File: src/rtl/sp_pkg.sv
// sp_pkg: shared types and constants for the SP ASCON engine arbiter.
`default_nettype none

package sp_pkg;

  localparam int unsigned CHUNK_CNT_W = 4;

  typedef enum logic {
    ASC_DEC = 1'b0,
    ASC_ENC = 1'b1
  } asc_mode_e;

  typedef logic [2:0] arb_state_e;

  localparam logic [2:0] IDLE  = 3'd0;
  localparam logic [2:0] GRANT = 3'd1;
  localparam logic [2:0] LOAD  = 3'd2;
  localparam logic [2:0] START = 3'd3;
  localparam logic [2:0] RUN   = 3'd4;
  localparam logic [2:0] RESP  = 3'd5;

endpackage

`default_nettype wire

File: src/rtl/sp_rr_arb2.sv
// sp_rr_arb2: two-way round-robin arbiter; ties go to the side not granted last.
`default_nettype none

module sp_rr_arb2
  import sp_pkg::*;
(
  input  logic      clk_i,
  input  logic      rst_ni,
  input  logic      req_dec_i,
  input  logic      req_enc_i,
  input  logic      gnt_en_i,
  output logic      gnt_vld_o,
  output asc_mode_e gnt_sel_o
);

  asc_mode_e last_grant_q, last_grant_d;

  always_comb begin
    gnt_vld_o = gnt_en_i && (req_dec_i || req_enc_i);
    if (req_dec_i && req_enc_i) begin
      gnt_sel_o = (last_grant_q == ASC_ENC) ? ASC_DEC : ASC_ENC;
    end else if (req_dec_i) begin
      gnt_sel_o = ASC_DEC;
    end else begin
      gnt_sel_o = ASC_ENC;
    end
    last_grant_d = gnt_vld_o ? gnt_sel_o : last_grant_q;
  end

  // Reset to ENC so decrypt wins the first tie.
  always_ff @(posedge clk_i or negedge rst_ni) begin
    if (!rst_ni) begin
      last_grant_q <= ASC_ENC;
    end else begin
      last_grant_q <= last_grant_d;
    end
  end

endmodule

`default_nettype wire

File: src/rtl/sp_ascon_arbiter.sv
// sp_ascon_arbiter: shares one ASCON engine between the SCL decrypt and SCS encrypt paths.
// Optional RUN-state watchdog enabled by defining SP_ASCON_TIMEOUT_EN.
`default_nettype none

module sp_ascon_arbiter
  import sp_pkg::*;
#(
  parameter int unsigned NUM_CHUNKS     = 6,
  parameter int unsigned TIMEOUT_CYCLES = 64
) (
  input  logic                   clk_i,
  input  logic                   rst_ni,
  input  logic                   dec_req_i,
  input  logic                   enc_req_i,
  output logic                   dec_gnt_o,
  output logic                   enc_gnt_o,
  input  logic                   chunk_vld_i,
  output logic [CHUNK_CNT_W-1:0] chunk_cnt_o,
  output logic                   asc_start_o,
  output logic                   asc_mode_o,
  input  logic                   asc_busy_i,
  input  logic                   asc_fail_i,
  output logic                   dec_done_o,
  output logic                   enc_done_o,
  output logic                   fail_o,
  output logic                   asc_abort_o
);

  localparam logic [CHUNK_CNT_W-1:0] CHUNK_TGT = CHUNK_CNT_W'(NUM_CHUNKS);

  if ((NUM_CHUNKS < 1) || (NUM_CHUNKS > 15) || (TIMEOUT_CYCLES < 2)) begin : g_bad_cfg
    $error("sp_ascon_arbiter: NUM_CHUNKS must be 1..15 and TIMEOUT_CYCLES >= 2");
  end

  arb_state_e             state_q, state_d;
  asc_mode_e              owner_q, owner_d;
  logic [CHUNK_CNT_W-1:0] cnt_q, cnt_d;
  logic                   seen_q, seen_d;
  logic                   fail_q, fail_d;
  logic                   gnt_vld;
  asc_mode_e              gnt_sel;
  logic                   start;

`ifdef SP_ASCON_TIMEOUT_EN
  localparam int unsigned      TMO_W    = $clog2(TIMEOUT_CYCLES);
  localparam logic [TMO_W-1:0] TMO_LAST = TMO_W'(TIMEOUT_CYCLES - 1);
  logic [TMO_W-1:0] tmo_q, tmo_d;
  logic             abort_q, abort_d;
`endif

  sp_rr_arb2 u_rr_arb2 (
    .clk_i     (clk_i),
    .rst_ni    (rst_ni),
    .req_dec_i (dec_req_i),
    .req_enc_i (enc_req_i),
    .gnt_en_i  (state_q == IDLE),
    .gnt_vld_o (gnt_vld),
    .gnt_sel_o (gnt_sel)
  );

  always_comb begin
    state_d = state_q;
    owner_d = owner_q;
    cnt_d   = cnt_q;
    seen_d  = seen_q;
    fail_d  = fail_q;
    start   = 1'b0;
`ifdef SP_ASCON_TIMEOUT_EN
    tmo_d   = tmo_q;
    abort_d = abort_q;
`endif
    case (state_q)
      IDLE: begin
        if (gnt_vld) begin
          state_d = GRANT;
          owner_d = gnt_sel;
          fail_d  = 1'b0;
`ifdef SP_ASCON_TIMEOUT_EN
          abort_d = 1'b0;
`endif
        end
      end
      GRANT: state_d = (owner_q == ASC_DEC) ? LOAD : START;
      LOAD: begin
        if (chunk_vld_i && (cnt_q != CHUNK_TGT)) begin
          cnt_d = cnt_q + 1'b1;
        end
        if (cnt_d == CHUNK_TGT) begin
          state_d = START;
        end
      end
      START: begin
        // Hold off the pulse while the engine still reports busy.
        if (!asc_busy_i) begin
          start   = 1'b1;
          state_d = RUN;
          seen_d  = 1'b0;
`ifdef SP_ASCON_TIMEOUT_EN
          tmo_d   = '0;
`endif
        end
      end
      RUN: begin
        if (asc_busy_i) begin
          seen_d = 1'b1;
        end
        if (seen_q && !asc_busy_i) begin
          fail_d  = asc_fail_i;
          state_d = RESP;
        end
`ifdef SP_ASCON_TIMEOUT_EN
        else if (tmo_q == TMO_LAST) begin
          fail_d  = 1'b1;
          abort_d = 1'b1;
          state_d = RESP;
        end else begin
          tmo_d = tmo_q + 1'b1;
        end
`endif
      end
      RESP: begin
        state_d = IDLE;
        cnt_d   = '0;
      end
      default: state_d = IDLE;
    endcase
  end

  always_ff @(posedge clk_i or negedge rst_ni) begin
    if (!rst_ni) begin
      state_q <= IDLE;
      owner_q <= ASC_DEC;
      cnt_q   <= '0;
      seen_q  <= 1'b0;
      fail_q  <= 1'b0;
`ifdef SP_ASCON_TIMEOUT_EN
      tmo_q   <= '0;
      abort_q <= 1'b0;
`endif
    end else begin
      state_q <= state_d;
      owner_q <= owner_d;
      cnt_q   <= cnt_d;
      seen_q  <= seen_d;
      fail_q  <= fail_d;
`ifdef SP_ASCON_TIMEOUT_EN
      tmo_q   <= tmo_d;
      abort_q <= abort_d;
`endif
    end
  end

  logic active, resp;
  assign active      = (state_q != IDLE);
  assign resp        = (state_q == RESP);
  assign dec_gnt_o   = active && (owner_q == ASC_DEC);
  assign enc_gnt_o   = active && (owner_q == ASC_ENC);
  assign asc_mode_o  = active && (owner_q == ASC_ENC);
  assign chunk_cnt_o = cnt_q;
  assign asc_start_o = start;
  assign dec_done_o  = resp && (owner_q == ASC_DEC);
  assign enc_done_o  = resp && (owner_q == ASC_ENC);
  assign fail_o      = resp && fail_q;
`ifdef SP_ASCON_TIMEOUT_EN
  assign asc_abort_o = resp && abort_q;
`else
  assign asc_abort_o = 1'b0;
`endif

  a_gnt_mutex: assert property (@(posedge clk_i) disable iff (!rst_ni) !(dec_gnt_o && enc_gnt_o));

endmodule

`default_nettype wire
File: config.mk
export PLATFORM = sky130hd
export DESIGN_NAME = sp_ascon_arbiter
export DESIGN_NICKNAME = d
export VERILOG_FILES = /design/src/rtl/sp_pkg.sv /design/src/rtl/sp_rr_arb2.sv /design/src/rtl/sp_ascon_arbiter.sv
export SDC_FILE = /design/constraint.sdc
export NUM_CORES = 1
export LEC_CHECK = 0
export ABC_CLOCK_PERIOD_IN_PS = 3450
export BUFFER_PORTS_ARGS = -buffer_cell sky130_fd_sc_hd__buf_4
export CAP_MARGIN = 20
export CORE_UTILIZATION = 54
export CTS_CLUSTER_DIAMETER = 100
export CTS_CLUSTER_SIZE = 30
export DETAILED_ROUTE_END_ITERATION = 7
export PLACE_DENSITY = 0.84
export SYNTH_ARGS = -nofsm -noshare
export SYNTH_HDL_FRONTEND = slang
export SYNTH_SLANG_ARGS = --single-unit
File: constraint.sdc
create_clock -name clk_i -period 3.45 [get_ports clk_i]
set_input_delay 0.69 -clock clk_i [delete_from_list [all_inputs] [get_ports clk_i]]
set_output_delay 0.69 -clock clk_i [all_outputs]
set_load 0.02 [all_outputs]
After elaboration in Yosys (flattened, before gate mapping)
Index checks and enable logic that the tools add are counted.

Flip-flop bits (word level): 11. Word-level logic and storage cells: 60.

$add $sub $neg: 1. Equality and inequality tests: 12. Muxes and demuxes: 20. Bitwise logic cells: 1. Reductions and logical operators: 20.

Operator list (count): 3-bit one-hot mux with 5 select lines (1); 3-bit two-way mux (4); 1-bit two-way mux (10); 2-bit inequality test (second input constant) (5); 1-bit logical AND (9); 4-bit two-way mux (2); 4-bit one-hot mux with 2 select lines (1); 3-bit by 2-bit equality test with 1-bit output (second input constant) (2); 3-bit equality test (second input constant) (2); 3-bit AND reduction (2); 2-bit nonzero test (3); 4-bit by 1-bit adder with 4-bit output (second input constant) (1); 4-bit by 3-bit equality test with 1-bit output (second input constant) (1); 4-bit by 3-bit inequality test with 1-bit output (second input constant) (1); 1-bit one-hot mux with 2 select lines (2); 4-bit AND reduction (1); 3-bit by 1-bit equality test with 1-bit output (second input constant) (1); 3-bit zero test (1); 3-bit nonzero test (1); 2-bit AND reduction (1); 1-bit zero test (1); 1-bit logical OR (1); 1-bit NOT (1).

Depth between registers and ports, before layout
Depth after elaboration: 7. Mapped depth: 6.

Hierarchy
From an unflattened synthesis, not the netlist that was laid out.

Cells, all modules: 85. Area total of the unflattened synthesis: 754.5 um^2.

By module, submodules not included: sp_ascon_arbiter (times used 1, cells an instance 79, area an instance 700.7 um^2, seq. area each 250.2 um^2); sp_rr_arb2 (times used 1, cells an instance 6, area an instance 53.8 um^2, seq. area each 26.3 um^2).

Worst setup path after synthesis
OpenSTA, ideal clock, no wires.

Path type: flip-flop to output port. From: reg state_q[2]. To: out enc_done_o. Data arrival time: 1.338 ns. Data required time: 2.760 ns. Path slack: 1.422 ns. Stages on the path, launching flop included: 4. Path buffers: 1. Path through: dfrtp_1 clkbuf_1 nand2_1 nor3b_1.

Word-level cells in the longest chain between the ends: 2.

RTL lines: start, declared (line sp_ascon_arbiter.sv:35) `arb_state_e state_q, state_d;`; start signal, assigned (line sp_ascon_arbiter.sv:141) `state_q <= state_d;`; 3-bit equality test (line sp_ascon_arbiter.sv:155) `assign resp = (state_q == RESP);`; 1-bit logical AND (line sp_ascon_arbiter.sv:162) `assign enc_done_o = resp && (owner_q == ASC_ENC);`; end, declared (line sp_ascon_arbiter.sv:24) `output logic enc_done_o,`.

No other way between the ends.

Worst setup path after layout
From: reg state_q[1]. To: out enc_gnt_o.

Word-level cells in the longest chain between the ends: 2.

RTL lines: 3-bit nonzero test (line sp_ascon_arbiter.sv:154) `assign active = (state_q != IDLE);`; 1-bit logical AND (line sp_ascon_arbiter.sv:157) `assign enc_gnt_o = active && (owner_q == ASC_ENC);`; end, declared (line sp_ascon_arbiter.sv:16) `output logic enc_gnt_o,`.

No other way between the ends.

==> reports/qor.txt <==
Placement Setup Slack: 1.446 ns
largest net degree at the start of global routing: 17
Final WS setup: 1.178 ns
number of synthesized flops with an enable pin: 0
layout cells sized above 1: 24.49%
area share of the largest cell type after synthesis: 34.72%
Pre-Repair DR Iteration Count: 4
# port buffers: 17
Worst Path Arrival: 1.58 ns
vias: 685
TNS Setup: 0 ns
total track usage: 25.64%
Fin Clk Skew: 0.004815 ns
IO Count: 19
Worst IR Drop VDD: 483.7 µV
first-pass GRT wire length: 2622 µm
DIE WIDTH: 38.53 µm
final setup violation count: 0
GPL Wtd Cong: 0.7609
Worst path top cell family by delay: simple AND/OR/NAND/NOR gates
diodes inserted: 0
hold buffers post-CTS: 0
R2R setup slack: 1.66 ns
clock latency on the worst-skew pair: 0.27 ns
post-CTS setup buffers: 0
Core Rows: 12
Yosys top cell by area: dfrtp_1
top-count cell post-synth: dfrtp_1
Metal-1 WL: 717 µm
cts repair resizes: 0
CTS tree: done
f_max: 0.4401 GHz
commonest cells in the netlist: dfrtp_1 (10), nand2_1 (7), nor2_1 (6), a21oi_1 (5)
Non-Filler Cell Area, Final: 865.8 µm²
Num Clock Sinks: 11
CTS H-Tree Depth: 1
area delta synth->final: 20.14%
Die H: 38.53 µm
DRC viols: 0
Final Cycle Share: 65.85%
async set-reset flop share out of synthesis: 100.0%
initial antenna violation count: 0
wire length on met3: 51 µm
critical path required time: 2.76 ns
Final Slew Violations: 0
Crit-path slowest cell: dfrtp_1
Synth cell types: 38
clock slew at reported path FFs: 0.08 ns
post-synthesis area per instance: 8.789 µm²
DRT Wirelength: 1529 µm
ranking of synthesized cells by area: dfrtp_1 (35%), dfstp_2 (3.6%), nand2_1 (3.6%)
Placed Cells: 108
syn_nets: 91
DR vias/cell: 6.116
leakage power: 0.4076 nW
detailed-placement wirelength estimate: 1131 µm
status: finished, final reports clean
Num CTS Buffers: 3
Period minus WS final: 2.272 ns
clock buffer depth: 2
pwr/cell area: 943.2 nW/µm²
Hold Crit Class: primary input to asynchronous set/reset pin
final std cells w/o fill: 112
GRT Residual Overflow: 0
crit-path cells: nor3_1 -> nor2b_1 -> buf_4
Final Util: 73.93%
Critical Path Max Stage Delay: 0.56 ns
MaxCap Viol Count: 0
Crit. End Element: output port
register area share after synthesis: 38.37%
Min Hold Slack: 0.2360 ns
vias in the first global route: 585
Root Buffer: clkbuf_4
WL per Instance: 13.65 µm
drt initial violations: 9
Buf/Inv on CP: 1
Synth Register Bits: 11
worst-path fanout max: 16
yosys warns: 0
Final Hold Viols: 0
initial core utilization: 61.54%
Routed Antenna Nets: 0
number of nets in the layout: 108
Cell Area, Placed: 839.6 µm²
full die area: 1485 µm²
RSZ-0062 raised after global routing: false
Syn Inst Count: 82
Startpoint Class: register
PnR Total Power: 0.8166 mW
met2 WL: 739 µm
highest metal used: met4
mapped cell area: 720.7 µm²
top_reg_cell synth: dfrtp_1
type of the worst setup path: register to output port
core area: 1171 µm²
sequential cells by signal, summed over array words and instances, names as in the netlist:
| register | count |
|---|---|
| seen_q | 1 |
| state_q | 3 |
| u_rr_arb2.last_grant_q | 1 |
| fail_q | 1 |
| chunk_cnt_o | 4 |
| owner_q | 1 |
cells in the final DEF (no fill, tap or decap), drive strengths merged, types with 2 or more instances in the layout:
cell | netlist | final
a22o | 2 | 2
a41oi | 2 | 2
and2 | 2 | 2
clkbuf | 3 | 4
inv | 4 | 4
o21ai | 4 | 4
a21boi | 2 | 2
buf | 2 | 17
a21o | 3 | 3
ha | 2 | 2
dfrtp | 10 | 10
nor2 | 6 | 6
nand2 | 7 | 7
nor2b | 2 | 2
nor3b | 2 | 2
o31ai | 2 | 2
nor3 | 4 | 4
a21oi | 5 | 5
metal layers:
metal	vias to the layer above	GRT usage, %
met1	330	34.18
met4	0	10.34
met3	4	5.233
met2	16	40.00
met5	-	0
li1	335	-
layout make-up:
type	count	area, µm²
Timing Repair Buffer	17	127.6
Tap cell	14	17.52
Sequential cell	11	276.5
Inverter	4	15.01
Fill cell	93	305.3
Multi-Input combinational cell	62	402.9
Clock buffer	4	26.28
where the power goes:
group / switching, mW / total (mW) / internal [mW] / leakage (nW)
Clock: 0.0462 / 0.0910 / 0.0448 / 0.0150
Sequential: 0.110 / 0.302 / 0.192 / 0.134
Combinational: 0.228 / 0.424 / 0.196 / 0.258
logic make-up after synthesis:
| group | count (synthesis) | synth area share, % |
|---|---|---|
| DFF | 11 | 38.37 |
| adders and majority gates | 2 | 3.472 |
| AOI/OAI and AO/OA | 29 | 29.86 |
| and+or+nand+nor | 30 | 22.05 |
| other | 1 | 0.5203 |
| buffers and inverters | 9 | 5.728 |
worst paths after layout:
check                                       start  depth (start not counted)                endpoint
max                                    state_q[1]                          3               enc_gnt_o
min                                        rst_ni                          1              state_q[2]
max reg2reg                        chunk_cnt_o[0]                          6              state_q[0]
min reg2reg                u_rr_arb2.last_grant_q                          2  u_rr_arb2.last_grant_q
max in group asynchronous                  rst_ni                          1  u_rr_arb2.last_grant_q
min in group clk_i         u_rr_arb2.last_grant_q                          2  u_rr_arb2.last_grant_q
Note: power is estimated with default switching activity, not from simulation.
